<file path="src/rtl/conv_pkg.sv">
// Shared types and defaults for the convolution PE controller and its sorter.
package conv_pkg;

   localparam int DEF_NUM_VALS    = 4;
   localparam int DEF_PIXEL_SIZE  = 8;
   localparam int DEF_KERNEL_SIZE = 11;

   typedef enum logic [1:0] {
      LOAD,
      SORT,
      RUN
   } conv_ctrl_state_e;

   // Coefficients are sign-magnitude; ordering only ever looks at magnitude.
   function automatic logic [DEF_KERNEL_SIZE-2:0] coef_mag(input logic [DEF_KERNEL_SIZE-1:0] coef);
      return coef[DEF_KERNEL_SIZE-2:0];
   endfunction

endpackage

</file>
<file path="src/rtl/coef_sorter.sv">
// One odd-even transposition layer over the coefficient slots and their index tags.
module coef_sorter
   import conv_pkg::*;
#(
   parameter int NUM_VALS    = DEF_NUM_VALS,
   parameter int KERNEL_SIZE = DEF_KERNEL_SIZE
)(
   input  logic                        phase,
   input  logic [KERNEL_SIZE-1:0]      slot_in  [NUM_VALS],
   input  logic [$clog2(NUM_VALS)-1:0] tag_in   [NUM_VALS],
   output logic [KERNEL_SIZE-1:0]      slot_out [NUM_VALS],
   output logic [$clog2(NUM_VALS)-1:0] tag_out  [NUM_VALS]
);

   // Pairs are disjoint within a layer, so each swap reads only unmodified inputs.
   // Strict greater-than keeps equal magnitudes in load order.
   always_comb begin
      slot_out = slot_in;
      tag_out  = tag_in;
      for (int i = 0; i < NUM_VALS - 1; i++) begin
         if ((i[0] == phase) &&
             (slot_in[i][KERNEL_SIZE-2:0] > slot_in[i+1][KERNEL_SIZE-2:0])) begin
            slot_out[i]   = slot_in[i+1];
            slot_out[i+1] = slot_in[i];
            tag_out[i]    = tag_in[i+1];
            tag_out[i+1]  = tag_in[i];
         end
      end
   end

endmodule

</file>
<file path="src/rtl/conv_pe_ctrl.sv">
// Loads and magnitude-sorts a coefficient set for the convolution PE, then
// streams pixels through it with a two-stage valid/ready pipeline.
module conv_pe_ctrl
   import conv_pkg::*;
#(
   parameter int NUM_VALS    = DEF_NUM_VALS,
   parameter int PIXEL_SIZE  = DEF_PIXEL_SIZE,
   parameter int KERNEL_SIZE = DEF_KERNEL_SIZE
)(
   input  logic                        clk,
   input  logic                        rst,
   input  logic                        cfg_valid,
   output logic                        cfg_ready,
   input  logic [KERNEL_SIZE-1:0]      cfg_coef,
   input  logic                        pix_valid,
   output logic                        pix_ready,
   input  logic [PIXEL_SIZE-1:0]       pix_data,
   output logic [PIXEL_SIZE-1:0]       pe_a,
   output logic [KERNEL_SIZE-1:0]      pe_kernel [NUM_VALS],
   output logic [$clog2(NUM_VALS)-1:0] pe_sel    [NUM_VALS],
   input  logic [PIXEL_SIZE-1:0]       pe_result [NUM_VALS],
   output logic                        out_valid,
   input  logic                        out_ready,
   output logic [PIXEL_SIZE-1:0]       out_data  [NUM_VALS],
   output logic                        kernel_ok
);

   localparam int SEL_W = $clog2(NUM_VALS);
   localparam logic [SEL_W-1:0] LAST_IDX = SEL_W'(NUM_VALS - 1);

   conv_ctrl_state_e       state_q, state_d;
   logic [SEL_W-1:0]       cnt_q, cnt_d;
   logic                   cfg_ready_q, cfg_ready_d;
   logic [KERNEL_SIZE-1:0] slot_q [NUM_VALS];
   logic [KERNEL_SIZE-1:0] slot_d [NUM_VALS];
   logic [SEL_W-1:0]       tag_q  [NUM_VALS];
   logic [SEL_W-1:0]       tag_d  [NUM_VALS];
   logic [KERNEL_SIZE-1:0] sort_slot [NUM_VALS];
   logic [SEL_W-1:0]       sort_tag  [NUM_VALS];
   logic [PIXEL_SIZE-1:0]  pe_a_q, pe_a_d;
   logic                   s1_valid_q, s1_valid_d;
   logic                   out_valid_q, out_valid_d;
   logic [PIXEL_SIZE-1:0]  out_data_q [NUM_VALS];
   logic [PIXEL_SIZE-1:0]  out_data_d [NUM_VALS];
   logic                   cfg_fire;
   logic                   s1_adv;
   logic                   pix_rdy;
   logic                   pix_fire;

   coef_sorter #(
      .NUM_VALS    (NUM_VALS),
      .KERNEL_SIZE (KERNEL_SIZE)
   ) u_sorter (
      .phase    (cnt_q[0]),
      .slot_in  (slot_q),
      .tag_in   (tag_q),
      .slot_out (sort_slot),
      .tag_out  (sort_tag)
   );

   always_comb begin
      state_d     = state_q;
      cnt_d       = cnt_q;
      slot_d      = slot_q;
      tag_d       = tag_q;
      pe_a_d      = pe_a_q;
      out_valid_d = out_valid_q;
      out_data_d  = out_data_q;

      cfg_fire = cfg_valid & cfg_ready_q;
      s1_adv   = s1_valid_q & (~out_valid_q | out_ready);
      // A pending reconfiguration blocks new pixels so the pipeline can drain.
      pix_rdy  = (state_q == RUN) & ~cfg_valid & (~s1_valid_q | s1_adv);
      pix_fire = pix_valid & pix_rdy;

      case (state_q)
         LOAD: begin
            if (cfg_fire) begin
               slot_d[cnt_q] = cfg_coef;
               tag_d[cnt_q]  = cnt_q;
               if (cnt_q == LAST_IDX) begin
                  state_d = SORT;
                  cnt_d   = '0;
               end else begin
                  cnt_d = cnt_q + SEL_W'(1);
               end
            end
         end
         SORT: begin
            slot_d = sort_slot;
            tag_d  = sort_tag;
            if (cnt_q == LAST_IDX) begin
               state_d = RUN;
               cnt_d   = '0;
            end else begin
               cnt_d = cnt_q + SEL_W'(1);
            end
         end
         RUN: begin
            if (cfg_valid && !s1_valid_q && !out_valid_q) begin
               state_d = LOAD;
               cnt_d   = '0;
            end
         end
         default: begin
            state_d = LOAD;
            cnt_d   = '0;
         end
      endcase

      if (pix_fire) begin
         pe_a_d = pix_data;
      end
      s1_valid_d = pix_fire | (s1_valid_q & ~s1_adv);

      if (s1_adv) begin
         out_data_d  = pe_result;
         out_valid_d = 1'b1;
      end else if (out_ready) begin
         out_valid_d = 1'b0;
      end

      cfg_ready_d = (state_d == LOAD);
   end

   always_ff @(posedge clk) begin
      if (rst) begin
         state_q     <= LOAD;
         cnt_q       <= '0;
         cfg_ready_q <= 1'b0;
         pe_a_q      <= '0;
         s1_valid_q  <= 1'b0;
         out_valid_q <= 1'b0;
         for (int i = 0; i < NUM_VALS; i++) begin
            slot_q[i]     <= '0;
            tag_q[i]      <= SEL_W'(i);
            out_data_q[i] <= '0;
         end
      end else begin
         state_q     <= state_d;
         cnt_q       <= cnt_d;
         cfg_ready_q <= cfg_ready_d;
         pe_a_q      <= pe_a_d;
         s1_valid_q  <= s1_valid_d;
         out_valid_q <= out_valid_d;
         slot_q      <= slot_d;
         tag_q       <= tag_d;
         out_data_q  <= out_data_d;
      end
   end

   assign cfg_ready = cfg_ready_q;
   assign pix_ready = pix_rdy;
   assign pe_a      = pe_a_q;
   assign pe_kernel = slot_q;
   assign pe_sel    = tag_q;
   assign out_valid = out_valid_q;
   assign out_data  = out_data_q;
   assign kernel_ok = (state_q == RUN);

endmodule

</file>
<file path="config.mk">
export PLATFORM = sky130hd
export DESIGN_NAME = conv_pe_ctrl
export DESIGN_NICKNAME = d
export VERILOG_FILES = /design/src/rtl/conv_pkg.sv /design/src/rtl/coef_sorter.sv /design/src/rtl/conv_pe_ctrl.sv
export SDC_FILE = /design/constraint.sdc
export NUM_CORES = 1
export LEC_CHECK = 0
export BUFFER_PORTS_ARGS = -buffer_cell sky130_fd_sc_hd__buf_2
export CAP_MARGIN = 20
export CORE_MARGIN = 4
export CORE_UTILIZATION = 45
export CTS_BUF_LIST = sky130_fd_sc_hd__clkbuf_4 sky130_fd_sc_hd__clkbuf_8
export DETAILED_ROUTE_END_ITERATION = 16
export GPL_TIMING_DRIVEN = 0
export PLACE_DENSITY_LB_ADDON = 0.2
export SLEW_MARGIN = 10
export SYNTH_ARGS = -nofsm -noshare
export SYNTH_HDL_FRONTEND = slang
export SYNTH_SLANG_ARGS = --single-unit
</file>
<file path="constraint.sdc">
create_clock -name clk -period 3.5 [get_ports clk]
set_input_delay 0.525 -clock clk [delete_from_list [all_inputs] [get_ports clk]]
set_output_delay 0.525 -clock clk [all_outputs]
set_load 0.1 [all_outputs]
</file>
-- Yosys cells after proc, flatten, opt, wreduce, memory -nomap -nowiden
Index checks and enable logic that the tools add are counted.
- output and inout bits: 96
- bits in registers: 99
- bits of input ports: 56
- word-level logic and storage cells: 92
- bitwise logic cells: 15
- eq/ne operators: 9
- add/subtract/negate cells: 1
- order comparisons: 5
- mux-type cells: 27
- reduce and logical (&&, ||, !) cells: 17
- operators with widths (kind ; count):
    case mux 44 bit (2 select lines) ; 1
    two-way mux 22 bit ; 3
    bitwise mux 44 bit ; 1
    two-way mux 44 bit ; 1
    > comparator 10 bit ; 3
    demux 11 bit (select 2 bit) ; 1
    two-way mux 2 bit ; 8
    case mux 8 bit (2 select lines) ; 1
    two-way mux 4 bit ; 3
    case mux 2 bit (3 select lines) ; 2
    AND reduction 3 bit ; 4
    two-way mux 11 bit ; 1
    bitwise mux 8 bit ; 1
    two-way mux 8 bit ; 1
    bitwise AND 1 bit ; 6
    logical AND 1 bit ; 6
    inequality test 2 x 1 -> 1 bit (second input constant) ; 3
    inequality test 3 x 1 -> 1 bit (second input constant) ; 2
    inverter 1 bit ; 5
    demux 2 bit (select 2 bit) ; 1
    equality test 2 bit (second input constant) ; 2
    logical NOT 2 bit ; 2
    nonzero test 2 bit ; 2
    >= comparator 3 bit (second input constant) ; 1
    other kinds (9) ; 13

-- Longest topological paths before layout
- depth in word-level cells: 8
- gate-level depth with buffers: 10

-- Modules after synthesis
Synthesis repeated with hierarchy kept, for this count alone.
- cell total of the unflattened synthesis: 778
- area, all modules: 6416.2 um^2
- modules (own cells, without submodules) (module ; instances ; area each (um^2) ; cells each):
    conv_pe_ctrl ; 1 ; 4460.5 ; 523
    coef_sorter ; 1 ; 1955.6 ; 255

-- Worst setup path before layout
No wires, ideal clock.
- kind: reg2reg
- start point: register out_valid_q (netlist: out_valid)
- end point: register pe_a_q[0] (netlist: pe_a[0])
- arrival time: 3.222 ns
- stages on the path, launching flop included: 6
- period minus slack after synthesis: 3.354 ns
- library setup time: 0.132 ns
- slack: 0.146 ns
- path through: dfxtp_1 > nor2b_1 > a211oi_2 > nand2_1 > nand2_1 > a21oi_1
- cells in the longest elaborated chain, start to end: 6
- ends and longest elaborated chain (item ; line ; text):
    from (decl) ; conv_pe_ctrl.sv:42 ; logic out_valid_q, out_valid_d;
    from (signal assigned) ; conv_pe_ctrl.sv:145 ; out_valid_q <= out_valid_d;
    inverter 1 bit ; conv_pe_ctrl.sv:71 ; s1_adv = s1_valid_q & (~out_valid_q | out_ready);
    OR 1 bit ; conv_pe_ctrl.sv:71 ;
    bitwise AND 1 bit ; conv_pe_ctrl.sv:71 ;
    OR 1 bit ; conv_pe_ctrl.sv:73 ; pix_rdy = (state_q == RUN) & ~cfg_valid & (~s1_valid_q | s1_adv);
    bitwise AND 1 bit ; conv_pe_ctrl.sv:73 ;
    net pix_ready ; conv_pe_ctrl.sv:16 ; output logic pix_ready,
    bitwise AND 1 bit ; conv_pe_ctrl.sv:74 ; pix_fire = pix_valid & pix_rdy;
    to (signal assigned) ; conv_pe_ctrl.sv:143 ; pe_a_q <= pe_a_d;
    to (decl) ; conv_pe_ctrl.sv:40 ; logic [PIXEL_SIZE-1:0] pe_a_q, pe_a_d;
The timed path passes the listed nets, and every way through them passes these cells.
A chain may end at the register's enable or synchronous reset.

-- Final worst setup path
- start point: register slot_q, in the netlist pe_kernel[30]
- end point: register slot_q, in the netlist pe_kernel[42]
- cells in the longest elaborated chain, start to end: 4
- ends and longest elaborated chain (item ; line ; text):
    from (decl) ; conv_pe_ctrl.sv:34 ; logic [KERNEL_SIZE-1:0] slot_q [NUM_VALS];
    from (signal assigned) ; conv_pe_ctrl.sv:146 ; slot_q <= slot_d;
    > comparator 10 bit ; coef_sorter.sv:22 ; (slot_in[i][KERNEL_SIZE-2:0] > slot_in[i+1][KERNEL_SIZE-2:0])) begin
    logical AND 1 bit ; coef_sorter.sv:21 ; if ((i[0] == phase) &&
    inequality test 2 x 1 -> 1 bit (no line) ; - ;
    AND reduction 3 bit (no line) ; - ;
No other way between the ends.

==> results.md <==
* Number of buffers inserted to repair setup after CTS at 0
* IO Count at 152
* Clock sink total at 99
* Origin of the critical flop-to-flop path: pe_kernel[30]
* Post-route clock period utilization at 0.856
* Number of remaining DRC errors at 0
* Antenna fix cells at 0
* Endpoint arrival time on the critical path at 3280 ps
* Crit. End Element: register
* Reg-to-Reg End: pe_kernel[42]
* Fraction of the yosys area taken by sequential cells at 0.384
* Worst-Skew Late Latency at 390 ps
* Type of the worst setup path: register to register
* CTS tree: yes
* Worst IR Drop VDD at 222 uV
* Count of warnings emitted by yosys at 0
* Die width at 115 um
* Core Area at 11000 um2
* Post-synthesis area per instance at 8.29 um2
* Initial standard-cell utilization of the core at 0.468
* Maximum fanout encountered on the critical timing path at 10
* Number of CTS-inserted buffers at 9
* Post-synth top area share at 0.384
* Syn Std Cell Area at 5160 um2
* Antenna-violating nets left at 0
* Clk root buf: sky130_fd_sc_hd__clkbuf_8
* Proportion of layout cells with a drive suffix above 1 at 0.239
* Placer Congestion at 0.916
* Startpoint of the most critical hold path: pe_result[9]
* Slew at the pin closest to its max-slew limit at 771 ps
* Max-cap violation count at 0
* Status: finished, final reports clean
* Reg2reg setup slack at 500 ps
* Dominant cell type by area after synthesis: sky130_fd_sc_hd__dfxtp_1
* Async set or reset register ratio after synthesis at 0
* Core occupancy in the finished layout at 0.567
* Max-slew headroom at the worst pin at 0.486
* Non-Filler Cell Area, Final at 6260 um2
* Routed wire length at 17.2 mm
* # hold bufs at CTS at 0
* Total count of hold-check failures in the final report at 0
* Fillers at 1048
* CTS resizes at 0
* Power density over the cells at 376 nW/um2
* Final slew viol count at 0
* Number of different library cells in the post-synthesis netlist at 53
* Worst reg-to-reg path cell count at 10
* Overflow left after global routing at 0
* Setup skew after layout at 15.4 ps
* Worst hold path class: input port to register
* Detailed-placement wirelength estimate at 13.5 mm
* Worst hold path endpoint: out_data[9]
* Placed Instance Area at 6080 um2
* Buffer levels on the longest clock path at 2
* 1st-pass router iterations at 6
* Clock transition at path regs at 100 ps
* Post-DR vias/cell at 5.87
* Number of nets in the layout at 872
* Required time reported for the critical path endpoint at 3790 ps
* First-pass GRT wire length at 27.1 mm
* Count of buffers inserted at the top-level ports at 148
* Overall fraction of global-route tracks in use at 0.257
* RSZ-0062 raised after global routing: false
* Area overhead of the layout relative to synthesis at 21.2%
* Final-layout worst hold slack at 360 ps
* Total Negative Setup Slacks at 0 ps
* Net count after synthesis at 713
* Vertical extent of the die at 115 um
* Via count of the first global-routing pass at 5292
* CTS H-tree depth at 3
* Number of placement rows at 38
* Number of cells traversed by the worst hold path at 3
* DR vias at 5438
* Setup-failing EPs final at 0
* Static leakage at 0.00256 uW
* Post-synth EDFFs at 0
* Number of DRC violations after detailed-routing iteration 0 at 320
* Number of antenna violations at the first check in global routing at 0
* Time the final worst path needs with I/O delays and setup at 3000 ps
* Max Clock Freq at 334 MHz
* Largest net degree at the start of global routing at 18
* Area enclosed by the die boundary at 13200 um2
* Number of flip-flops and latches in the synthesized netlist at 99
* Crit start category: register
* Predominant post-synthesis flop cell: sky130_fd_sc_hd__dfxtp_1
* Post-synthesis instance total at 623
* Dominant cells by area after synthesis: sky130_fd_sc_hd__dfxtp_1 38%, sky130_fd_sc_hd__ha_1 8.2%, sky130_fd_sc_hd__a21oi_1 7.5%
* Final routed wire length divided by cell count at 18.6 um
critical path, stage by stage, from the launching register on:
cell and delay [ps]:
sky130_fd_sc_hd__dfxtp_1 520, sky130_fd_sc_hd__inv_1 90, sky130_fd_sc_hd__ha_1 320, sky130_fd_sc_hd__and4_1 210, sky130_fd_sc_hd__and3_1 180, sky130_fd_sc_hd__a31oi_1 390, sky130_fd_sc_hd__a32o_1 250, sky130_fd_sc_hd__buf_2 210
sky130_fd_sc_hd__clkbuf_1 410, sky130_fd_sc_hd__nor2_1 80, sky130_fd_sc_hd__a211oi_1 250
cells in the mapped netlist, types with 10 or more instances:
library cell               count
sky130_fd_sc_hd__dfxtp_1      99
sky130_fd_sc_hd__nand2_1      82
sky130_fd_sc_hd__a21oi_1      77
sky130_fd_sc_hd__inv_1        39
sky130_fd_sc_hd__clkbuf_1     38
sky130_fd_sc_hd__nand3_1      36
sky130_fd_sc_hd__ha_1         34
sky130_fd_sc_hd__nor2_1       29
sky130_fd_sc_hd__a211oi_1     27
sky130_fd_sc_hd__o21ai_0      16
sky130_fd_sc_hd__a22oi_1      14
sky130_fd_sc_hd__a21o_1       13
sky130_fd_sc_hd__a221oi_1     11
sky130_fd_sc_hd__a222oi_1     11
sky130_fd_sc_hd__o31ai_1      11
sky130_fd_sc_hd__a311oi_2     10
cell type report:
cell class / count / area (um2) / area share
multi-input combinational: 435 / 2830 / 0.452
sequential: 99 / 1980 / 0.317
timing repair buffer: 148 / 741 / 0.118
buffer: 50 / 205 / 0.0328
tap: 140 / 175 / 0.0280
inverter: 39 / 146 / 0.0234
clock buffer: 10 / 131 / 0.0210
clock inverter: 6 / 47.5 / 0.00760
kinds of logic (layout without fill, tap and decap cells):
family | Yosys count | count (layout) | share of synthesized area
adder cells (fa/ha/maj) | 34 | 34 | 0.0824
flip-flops | 99 | 99 | 0.384
multiplexers | 2 | 2 | 0.00412
AND/OR/NAND/NOR | 186 | 186 | 0.165
AO/OA/AOI/OAI | 213 | 213 | 0.297
buffers and inverters | 89 | 253 | 0.0681
sequential cells by signal, indices dropped and copies added (netlist names):
| signal | count |
|---|---|
| state_q | 2 |
| cnt_q | 2 |
| cfg_ready | 1 |
| pe_kernel | 44 |
| out_valid | 1 |
| pe_sel | 8 |
| out_data | 32 |
| s1_valid_q | 1 |
| pe_a | 8 |
stage by stage:
| stage | setup WS (ps) | std cells | power [uW] |
|---|---|---|---|
| after floorplan | 146 | 623 | 1530 |
| after global placement | 603 | 911 | 1660 |
| after detailed placement | 557 | 911 | 1670 |
| after CTS | 515 | 927 | 2360 |
| after global routing | 314 | 927 | 2440 |
| final | 503 | 927 | 2350 |
how the worst max path moves through the flow:
stage	from	end	slack, ps	cells after the start
after floorplan	out_valid	pe_a[0]	150	5
after global placement	pe_kernel[26]	pe_kernel[25]	600	9
after detailed placement	pe_kernel[31]	pe_kernel[42]	560	10
after CTS	pe_kernel[30]	pe_kernel[42]	520	10
after global routing	pe_kernel[31]	pe_kernel[42]	310	10
final	pe_kernel[30]	pe_kernel[42]	500	10
power breakdown:
| part | leakage, uW | total, uW | internal, uW | switching [uW] |
|---|---|---|---|---|
| Combinational | 0.00166 | 470 | 127 | 343 |
| Sequential | 0.000801 | 1180 | 1150 | 30.7 |
| Clock | 0.0000911 | 703 | 274 | 429 |
cell usage in the layout, fill, tap and decap left out, types with 3 or more instances in the layout:
cell type	n
sky130_fd_sc_hd__a211oi_1	27
sky130_fd_sc_hd__a21o_1	13
sky130_fd_sc_hd__a21oi_1	77
sky130_fd_sc_hd__a221o_1	4
sky130_fd_sc_hd__a221oi_1	11
sky130_fd_sc_hd__a222oi_1	11
sky130_fd_sc_hd__a22oi_1	14
sky130_fd_sc_hd__a311oi_1	3
sky130_fd_sc_hd__a311oi_2	10
sky130_fd_sc_hd__and2_1	4
sky130_fd_sc_hd__and3_1	3
sky130_fd_sc_hd__and4_1	3
sky130_fd_sc_hd__buf_1	5
sky130_fd_sc_hd__buf_2	153
sky130_fd_sc_hd__clkbuf_1	38
sky130_fd_sc_hd__clkbuf_8	9
sky130_fd_sc_hd__dfxtp_1	99
sky130_fd_sc_hd__ha_1	34
sky130_fd_sc_hd__inv_1	39
sky130_fd_sc_hd__inv_6	3
sky130_fd_sc_hd__nand2_1	82
sky130_fd_sc_hd__nand2b_1	7
sky130_fd_sc_hd__nand3_1	36
sky130_fd_sc_hd__nand4_1	3
sky130_fd_sc_hd__nor2_1	29
sky130_fd_sc_hd__nor2b_1	3
sky130_fd_sc_hd__nor3_1	7
sky130_fd_sc_hd__o21ai_0	16
sky130_fd_sc_hd__o21ai_1	3
sky130_fd_sc_hd__o31ai_1	11
metal layers:
metal,track usage,share of wire,vias to the layer above
li1,-,-,2598
met1,0.346,0.42,2560
met2,0.413,0.47,257
met3,0.0458,0.090,23
met4,0.0970,0.017,0
met5,0,0,-
No activity file was read; power rests on OpenSTA's default activity.
